`src/rtl/data_cache_ctrl_if.sv`:
```
// rtl/data_cache_ctrl_if.sv - CPU-side and memory-side signal bundle for the data cache
//
// Purpose: groups the MEM-stage request/response signals, the word-serial
// memory handshake and the hit/miss counters into one bundle.
// Modports:
//   master - environment view: drives cpu_read/cpu_write/cpu_addr/cpu_wdata
//            and answers memory requests with mem_rdata/mem_ack.
//   slave  - cache view: returns cpu_rdata/cpu_ready, issues mem_read/
//            mem_write/mem_addr/mem_wdata and exports hit_count/miss_count.
interface data_cache_ctrl_if #(
    parameter int WORD_SIZE = 16
);
    logic                 cpu_read;
    logic                 cpu_write;
    logic [WORD_SIZE-1:0] cpu_addr;
    logic [WORD_SIZE-1:0] cpu_wdata;
    logic [WORD_SIZE-1:0] cpu_rdata;
    logic                 cpu_ready;
    logic                 mem_read;
    logic                 mem_write;
    logic [WORD_SIZE-1:0] mem_addr;
    logic [WORD_SIZE-1:0] mem_wdata;
    logic [WORD_SIZE-1:0] mem_rdata;
    logic                 mem_ack;
    logic [15:0]          hit_count;
    logic [15:0]          miss_count;

    modport master (
        output cpu_read, cpu_write, cpu_addr, cpu_wdata, mem_rdata, mem_ack,
        input  cpu_rdata, cpu_ready, mem_read, mem_write, mem_addr, mem_wdata,
               hit_count, miss_count
    );

    modport slave (
        input  cpu_read, cpu_write, cpu_addr, cpu_wdata, mem_rdata, mem_ack,
        output cpu_rdata, cpu_ready, mem_read, mem_write, mem_addr, mem_wdata,
               hit_count, miss_count
    );
endinterface

```
`src/rtl/data_cache_ctrl.sv`:
```
// rtl/data_cache_ctrl.sv - direct-mapped write-through no-write-allocate data cache
//
// Purpose: 4-line x 4-word data cache between the MEM stage and data memory.
// Read hits complete in the request cycle; read misses refill the whole line
// word by word, writes go straight through to memory; both stall via cpu_ready=0.
// Ports:
//   clk    - clock, all state updates on the rising edge
//   reset  - synchronous, active-high
//   bus    - data_cache_ctrl_if.slave: cpu_read/cpu_write/cpu_addr/cpu_wdata in,
//            cpu_rdata/cpu_ready out; mem_read/mem_write/mem_addr/mem_wdata out,
//            mem_rdata/mem_ack in; hit_count/miss_count out
module data_cache_ctrl #(
    parameter int WORD_SIZE   = 16,
    parameter int INDEX_BITS  = 2,
    parameter int OFFSET_BITS = 2,
    parameter int TAG_BITS    = WORD_SIZE - INDEX_BITS - OFFSET_BITS
) (
    input logic              clk,
    input logic              reset,
    data_cache_ctrl_if.slave bus
);
    localparam int LINES = 1 << INDEX_BITS;
    localparam int WORDS = 1 << OFFSET_BITS;
    localparam logic [OFFSET_BITS-1:0] LAST_WORD = OFFSET_BITS'(WORDS - 1);

    typedef enum logic [1:0] {
        IDLE,
        FILL,
        WRITE
    } state_t;

    state_t state, state_next;

    logic [TAG_BITS-1:0]  tag_mem  [LINES];
    logic [WORD_SIZE-1:0] data_mem [LINES][WORDS];
    logic [LINES-1:0]     valid;

    logic [OFFSET_BITS-1:0] fill_cnt;
    logic [WORD_SIZE-1:0]   req_addr;
    logic [WORD_SIZE-1:0]   req_wdata;
    logic [15:0]            hit_cnt;
    logic [15:0]            miss_cnt;
    // Set for the cycle right after a refill: the retried read hits then, but
    // it was already counted as a miss and must not also count as a hit.
    logic                   refill_done;

    logic [TAG_BITS-1:0]    cpu_tag, req_tag;
    logic [INDEX_BITS-1:0]  cpu_idx, req_idx;
    logic [OFFSET_BITS-1:0] cpu_off, req_off;
    logic                   cpu_hit, req_hit;

    logic                 do_hit, do_miss, do_capture;
    logic                 fill_ack, fill_last;
    logic                 cpu_ready_c, mem_read_c, mem_write_c;
    logic [WORD_SIZE-1:0] cpu_rdata_c, mem_addr_c, mem_wdata_c;

    assign {cpu_tag, cpu_idx, cpu_off} = bus.cpu_addr;
    assign {req_tag, req_idx, req_off} = req_addr;

    assign cpu_hit = valid[cpu_idx] && (tag_mem[cpu_idx] == cpu_tag);
    assign req_hit = valid[req_idx] && (tag_mem[req_idx] == req_tag);

    assign fill_ack  = (state == FILL) && bus.mem_ack;
    assign fill_last = fill_ack && (fill_cnt == LAST_WORD);

    always_ff @(posedge clk) begin
        if (reset) begin
            state       <= IDLE;
            valid       <= '0;
            fill_cnt    <= '0;
            req_addr    <= '0;
            req_wdata   <= '0;
            hit_cnt     <= '0;
            miss_cnt    <= '0;
            refill_done <= 1'b0;
        end else begin
            state       <= state_next;
            refill_done <= fill_last;
            if (do_hit) begin
                hit_cnt <= hit_cnt + 16'd1;
            end
            if (do_miss) begin
                miss_cnt <= miss_cnt + 16'd1;
                fill_cnt <= '0;
                req_addr <= bus.cpu_addr;
            end
            if (do_capture) begin
                req_addr  <= bus.cpu_addr;
                req_wdata <= bus.cpu_wdata;
            end
            if (fill_ack) begin
                fill_cnt <= fill_cnt + OFFSET_BITS'(1);
            end
            // The line only becomes valid once every word has arrived, so a
            // reset part-way through a fill leaves it invalid.
            if (fill_last) begin
                valid[req_idx] <= 1'b1;
            end
        end
    end

    // Tag and data arrays carry no reset; the valid bits guard them.
    always_ff @(posedge clk) begin
        if (!reset) begin
            if (fill_ack) begin
                data_mem[req_idx][fill_cnt] <= bus.mem_rdata;
            end
            if (fill_last) begin
                tag_mem[req_idx] <= req_tag;
            end
            // Write-through, no allocate: only a line already holding the tag is updated.
            if ((state == WRITE) && bus.mem_ack && req_hit) begin
                data_mem[req_idx][req_off] <= req_wdata;
            end
        end
    end

    always_comb begin
        state_next  = state;
        cpu_ready_c = 1'b0;
        cpu_rdata_c = '0;
        mem_read_c  = 1'b0;
        mem_write_c = 1'b0;
        mem_addr_c  = '0;
        mem_wdata_c = '0;
        do_hit      = 1'b0;
        do_miss     = 1'b0;
        do_capture  = 1'b0;
        case (state)
            IDLE: begin
                if (bus.cpu_write) begin
                    do_capture = 1'b1;
                    state_next = WRITE;
                end else if (bus.cpu_read) begin
                    if (cpu_hit) begin
                        cpu_ready_c = 1'b1;
                        cpu_rdata_c = data_mem[cpu_idx][cpu_off];
                        do_hit      = !refill_done;
                    end else begin
                        do_miss    = 1'b1;
                        state_next = FILL;
                    end
                end else begin
                    cpu_ready_c = 1'b1;
                end
            end
            FILL: begin
                mem_read_c = 1'b1;
                mem_addr_c = {req_tag, req_idx, fill_cnt};
                if (fill_last) begin
                    state_next = IDLE;
                end
            end
            WRITE: begin
                mem_write_c = 1'b1;
                mem_addr_c  = req_addr;
                mem_wdata_c = req_wdata;
                cpu_ready_c = bus.mem_ack;
                if (bus.mem_ack) begin
                    state_next = IDLE;
                end
            end
            default: state_next = IDLE;
        endcase
    end

    assign bus.cpu_ready  = cpu_ready_c;
    assign bus.cpu_rdata  = cpu_rdata_c;
    assign bus.mem_read   = mem_read_c;
    assign bus.mem_write  = mem_write_c;
    assign bus.mem_addr   = mem_addr_c;
    assign bus.mem_wdata  = mem_wdata_c;
    assign bus.hit_count  = hit_cnt;
    assign bus.miss_count = miss_cnt;
endmodule
```
`src/flat_wrapper.sv`:
```
// flat-port wrapper written by rule: the top's interface ports become plain ports
module data_cache_ctrl_flat 
#(
    parameter int WORD_SIZE   = 16,
    parameter int INDEX_BITS  = 2,
    parameter int OFFSET_BITS = 2,
    parameter int TAG_BITS    = WORD_SIZE - INDEX_BITS - OFFSET_BITS
)
  (clk, reset, bus_cpu_read, bus_cpu_write, bus_cpu_addr, bus_cpu_wdata, bus_mem_rdata, bus_mem_ack, bus_cpu_rdata, bus_cpu_ready, bus_mem_read, bus_mem_write, bus_mem_addr, bus_mem_wdata, bus_hit_count, bus_miss_count);
  data_cache_ctrl_if #(.WORD_SIZE(WORD_SIZE)) bus_i ();
  input logic clk;
  input logic reset;
  input wire logic [$bits(bus_i.cpu_read)-1:0] bus_cpu_read;
  input wire logic [$bits(bus_i.cpu_write)-1:0] bus_cpu_write;
  input wire logic [$bits(bus_i.cpu_addr)-1:0] bus_cpu_addr;
  input wire logic [$bits(bus_i.cpu_wdata)-1:0] bus_cpu_wdata;
  input wire logic [$bits(bus_i.mem_rdata)-1:0] bus_mem_rdata;
  input wire logic [$bits(bus_i.mem_ack)-1:0] bus_mem_ack;
  output wire logic [$bits(bus_i.cpu_rdata)-1:0] bus_cpu_rdata;
  output wire logic [$bits(bus_i.cpu_ready)-1:0] bus_cpu_ready;
  output wire logic [$bits(bus_i.mem_read)-1:0] bus_mem_read;
  output wire logic [$bits(bus_i.mem_write)-1:0] bus_mem_write;
  output wire logic [$bits(bus_i.mem_addr)-1:0] bus_mem_addr;
  output wire logic [$bits(bus_i.mem_wdata)-1:0] bus_mem_wdata;
  output wire logic [$bits(bus_i.hit_count)-1:0] bus_hit_count;
  output wire logic [$bits(bus_i.miss_count)-1:0] bus_miss_count;
  assign bus_i.cpu_read = bus_cpu_read;
  assign bus_i.cpu_write = bus_cpu_write;
  assign bus_i.cpu_addr = bus_cpu_addr;
  assign bus_i.cpu_wdata = bus_cpu_wdata;
  assign bus_i.mem_rdata = bus_mem_rdata;
  assign bus_i.mem_ack = bus_mem_ack;
  assign bus_cpu_rdata = bus_i.cpu_rdata;
  assign bus_cpu_ready = bus_i.cpu_ready;
  assign bus_mem_read = bus_i.mem_read;
  assign bus_mem_write = bus_i.mem_write;
  assign bus_mem_addr = bus_i.mem_addr;
  assign bus_mem_wdata = bus_i.mem_wdata;
  assign bus_hit_count = bus_i.hit_count;
  assign bus_miss_count = bus_i.miss_count;
  data_cache_ctrl #(.WORD_SIZE(WORD_SIZE), .INDEX_BITS(INDEX_BITS), .OFFSET_BITS(OFFSET_BITS), .TAG_BITS(TAG_BITS)) u_core (.clk(clk), .reset(reset), .bus(bus_i));
endmodule
```
`config.mk`:
```
export PLATFORM = sky130hd
export DESIGN_NAME = data_cache_ctrl_flat
export DESIGN_NICKNAME = d
export VERILOG_FILES = /design/src/rtl/data_cache_ctrl_if.sv /design/src/rtl/data_cache_ctrl.sv /design/src/flat_wrapper.sv
export SDC_FILE = /design/constraint.sdc
export NUM_CORES = 1
export LEC_CHECK = 0
export CORE_MARGIN = 2
export CORE_UTILIZATION = 35
export CTS_BUF_LIST = sky130_fd_sc_hd__clkbuf_4 sky130_fd_sc_hd__clkbuf_8
export DETAILED_ROUTE_END_ITERATION = 12
export DONT_BUFFER_PORTS = 1
export PLACE_DENSITY = 0.52
export SLEW_MARGIN = 20
export SYNTH_ARGS = -nofsm -noshare
export SYNTH_HDL_FRONTEND = slang
export SYNTH_SLANG_ARGS = --single-unit
```
`constraint.sdc`:
```
create_clock -name clk -period 5.77 [get_ports clk]
set_clock_uncertainty 0.2 [all_clocks]
set_input_delay 1.4425 -clock clk [delete_from_list [all_inputs] [get_ports clk]]
set_output_delay 1.4425 -clock clk [all_outputs]
set_load 0.05 [all_outputs]
```
==> summary.md <==
| Metric | Value |
|---|---|
| Run status | `complete, no violations` |
| Prevailing post-synth register cell | `edfxtp_1` |
| Crit Path Max Fanout | `roughly 80` |
| GRT Util Overall | `approximately 18%` |
| Post-synth EDFFs | `around 300` |
| PortBufs | `0` |
| Critical Setup Path Class | `primary input to primary output` |
| Worst Hold Class | `flip-flop to flip-flop` |
| Pleak | `5.90 nW` |
| PostCTS Resize Cnt | `0` |
| RSZ-0062 raised after global routing | `false` |
| GP Congestion | `approximately 0.79` |
| Clock Latency Late Sink | `roughly 620 ps` |
| Async set-reset flop share out of synthesis | `0%` |
| Area Overhead vs Synth | `12.6%` |
| Synthesized area | `approximately 16,000 sq um` |
| Initial antenna violation count | `3` |
| Mux cell area share after synthesis | `a little under a fifth` |
| Fin cells | `around 1,700` |
| CTS root buffer | `clkbuf_8` |
| Per-instance average area after synthesis | `approximately 16 sq um` |
| Initial drt markers | `700` |
| Final hold violations | `0` |
| Placed Cells incl. Taps | `roughly 1,600` |
| Most common cell after layout, fill and taps aside | `edfxtp_1` |
| Max-cap check violation count | `0` |
| TNS Setup | `0 ps` |
| DP Wirelength | `26.9 mm` |
| Slew @ Worst Pin | `between 1000 and 1500 ps` |
| Post-route ant nets | `0` |
| Synth Register Bits | `~380` |
| Worst reg2reg setup slack | `1250 ps` |
| Cells on Worst Hold Path | `1` |
| Post-synthesis adder-cell area fraction | `less than 1%` |
| Count of inserted antenna diode cells | `0` |
| Critical path required time | `roughly 4100 ps` |
| Reg clk slew, reported paths | `~70 ps` |
| Mapped Cells | `roughly 1,000` |
| Most frequent cells in the layout | `edfxtp_1 (304), mux4_2 (101), dfxtp_1 (75), mux2_2 (65), a21oi_1 (64)` |
| Core box area | `around 46,000 sq um` |
| Initial Util | `35.3%` |
| Worst hold start | `u_core.valid[1]` |
| Std cell rows | `~80` |
| Vias in the first global route | `between 9,000 and 10,000` |
| Setup ws final | `around 650 ps` |
| IO Pins | `approximately 140` |
| Fin nets | `around 1,100` |
| Register area share after synthesis | `around two thirds` |
| First-pass GRT wire length | `between 60 and 70 mm` |
| Post-CTS Setup Repair Bufs | `0` |
| DR DRC count | `0` |
| Total congestion overflow | `0` |
| Max Slew Vio Count | `0` |
| Via count | `9,314` |
| Final worst-path cycle share | `roughly nine tenths` |
| Cts bufs inserted | `60` |
| Post-synth cell types | `47` |
| Warnings, synthesis | `0` |
| Pre-antenna DRT Iters | `5` |
| Crit path launch type | `primary input` |
| Pwr dens | `approximately 300 nW/um^2` |
| Chip height | `between 200 and 250 um` |
| Fmax | `0.195 GHz` |
| Tmin final | `5120 ps` |
| DP Worst Slack | `~660 ps` |
| Final Routed Wirelength | `about 43 mm` |
| DIE AREA | `48,600 sq um` |
| Crit path DAT | `3480 ps` |
| WL per Instance | `~25 um` |
| Number of setup violations in the final report | `0` |
| Rel. slew slack | `a little under a third` |
| Die X-Extent | `between 200 and 250 um` |
| Complex-gate fraction of the synthesized area | `between 4 and 5%` |
| Cts-stage hold buffer count | `0` |
| Vias/cell | `5.36` |
| CTS Buffer Depth | `3` |
| CP startpoint | `bus_cpu_addr[2]` |
| CTS sink count | `around 380` |
| Crit path capture type | `primary output` |
| Area share of xor/xnor cells in the synthesized design | `~1.8%` |
| Largest family of logic cells by synthesized area | `multiplexers` |
| Peak supply drop | `between 0.00015 and 0.0002 V` |
| Share of layout cells above drive strength 1 | `29.6%` |
| TritonCTS clock tree | `yes` |
| Synth Area in Simple Gates | `7.51%` |
| Largest net degree at the start of global routing | `a little over 80` |
| Syn_nets | `~1,100` |
| Reg2Reg Depth | `10` |
| H-Tree Depth | `2` |
## per-layer routing
layer  vias to the layer above  global-route usage (%)  part of all wire [%]
li1                       4154                       -                     -
met1                      4810                    23.9                    43
met2                       276                    29.4                    49
met3                        72                    3.95                   6.2
met4                         2                    4.96                   2.3
met5                         -                       0                 0.030
## power by group
group	leakage [nW]	switching, mW	total [mW]	internal (mW)
Clock	0.612	1.05	2.18	1.13
Sequential	3.35	0.0634	3.04	2.98
Combinational	1.93	0.189	0.344	0.155
## sequential cells by signal (all words and copies together), names as in the netlist, named ones only
signal,cells
u_core.valid,4
u_core.bus.miss_count,16
u_core.refill_done,1
u_core.state,2
u_core.fill_cnt,2
u_core.data_mem,256
u_core.tag_mem,48
u_core.req_addr,16
u_core.req_wdata,16
u_core.bus.hit_count,16
## worst max-delay path: stages
cell	delay [ps]
mux4_2	530
xnor2_1	360
o211ai_1	170
o21ai_0	400
nand2b_1	90
nand2_1	410
## through the flow
stage               instance area [sq um]  hold WS (ps)  power, mW  util, %
floorplan                           16400           240       3.38        -
global placement                    17300           273       3.45     37.3
detailed placement                  17300           277       3.45     37.3
CTS                                 18500           287       5.64     39.8
global route                        18500           314       5.78     39.8
finish                              18500           294       5.57     39.8
## layout make-up
cell class / count / area, sq um
fill: 4315 / 28000
sequential: 379 / 10600
multi-input combinational: 576 / 5520
clock buffer: 83 / 1010
tap: 607 / 759
timing repair buffer: 50 / 375
clock inverter: 30 / 133
inverter: 13 / 48.8
## cell families (layout without fill, tap and decap cells)
family | Yosys count | in the layout
DFF | 379 | 379
and+or+nand+nor | 232 | 232
muxes | 174 | 174
AOI/OAI and AO/OA | 127 | 127
buffers and inverters | 76 | 176
xor gates and xnor gates | 34 | 34
adders and majority gates | 9 | 9
## synthesized netlist by cell type (all sizes together) (20+ instances only)
cell type    n  area [sq um]
mux4       101          2270
nand2       56           210
o21ai       30           150
dfxtp       75          1500
nand3       28           140
nor2        32           120
clkbuf      41           155
and2        33           206
buf         22           113
mux2        65           732
edfxtp     304          9130
xnor2       24           210
nor2b       20           125
a21oi       65           325
## worst paths after layout
check / endpoint
max: bus_cpu_ready
min reg2reg: u_core.valid[1]
max reg2reg: u_core.data_mem[1][14]
min: u_core.valid[1]
(Power assumes the default switching activity.)
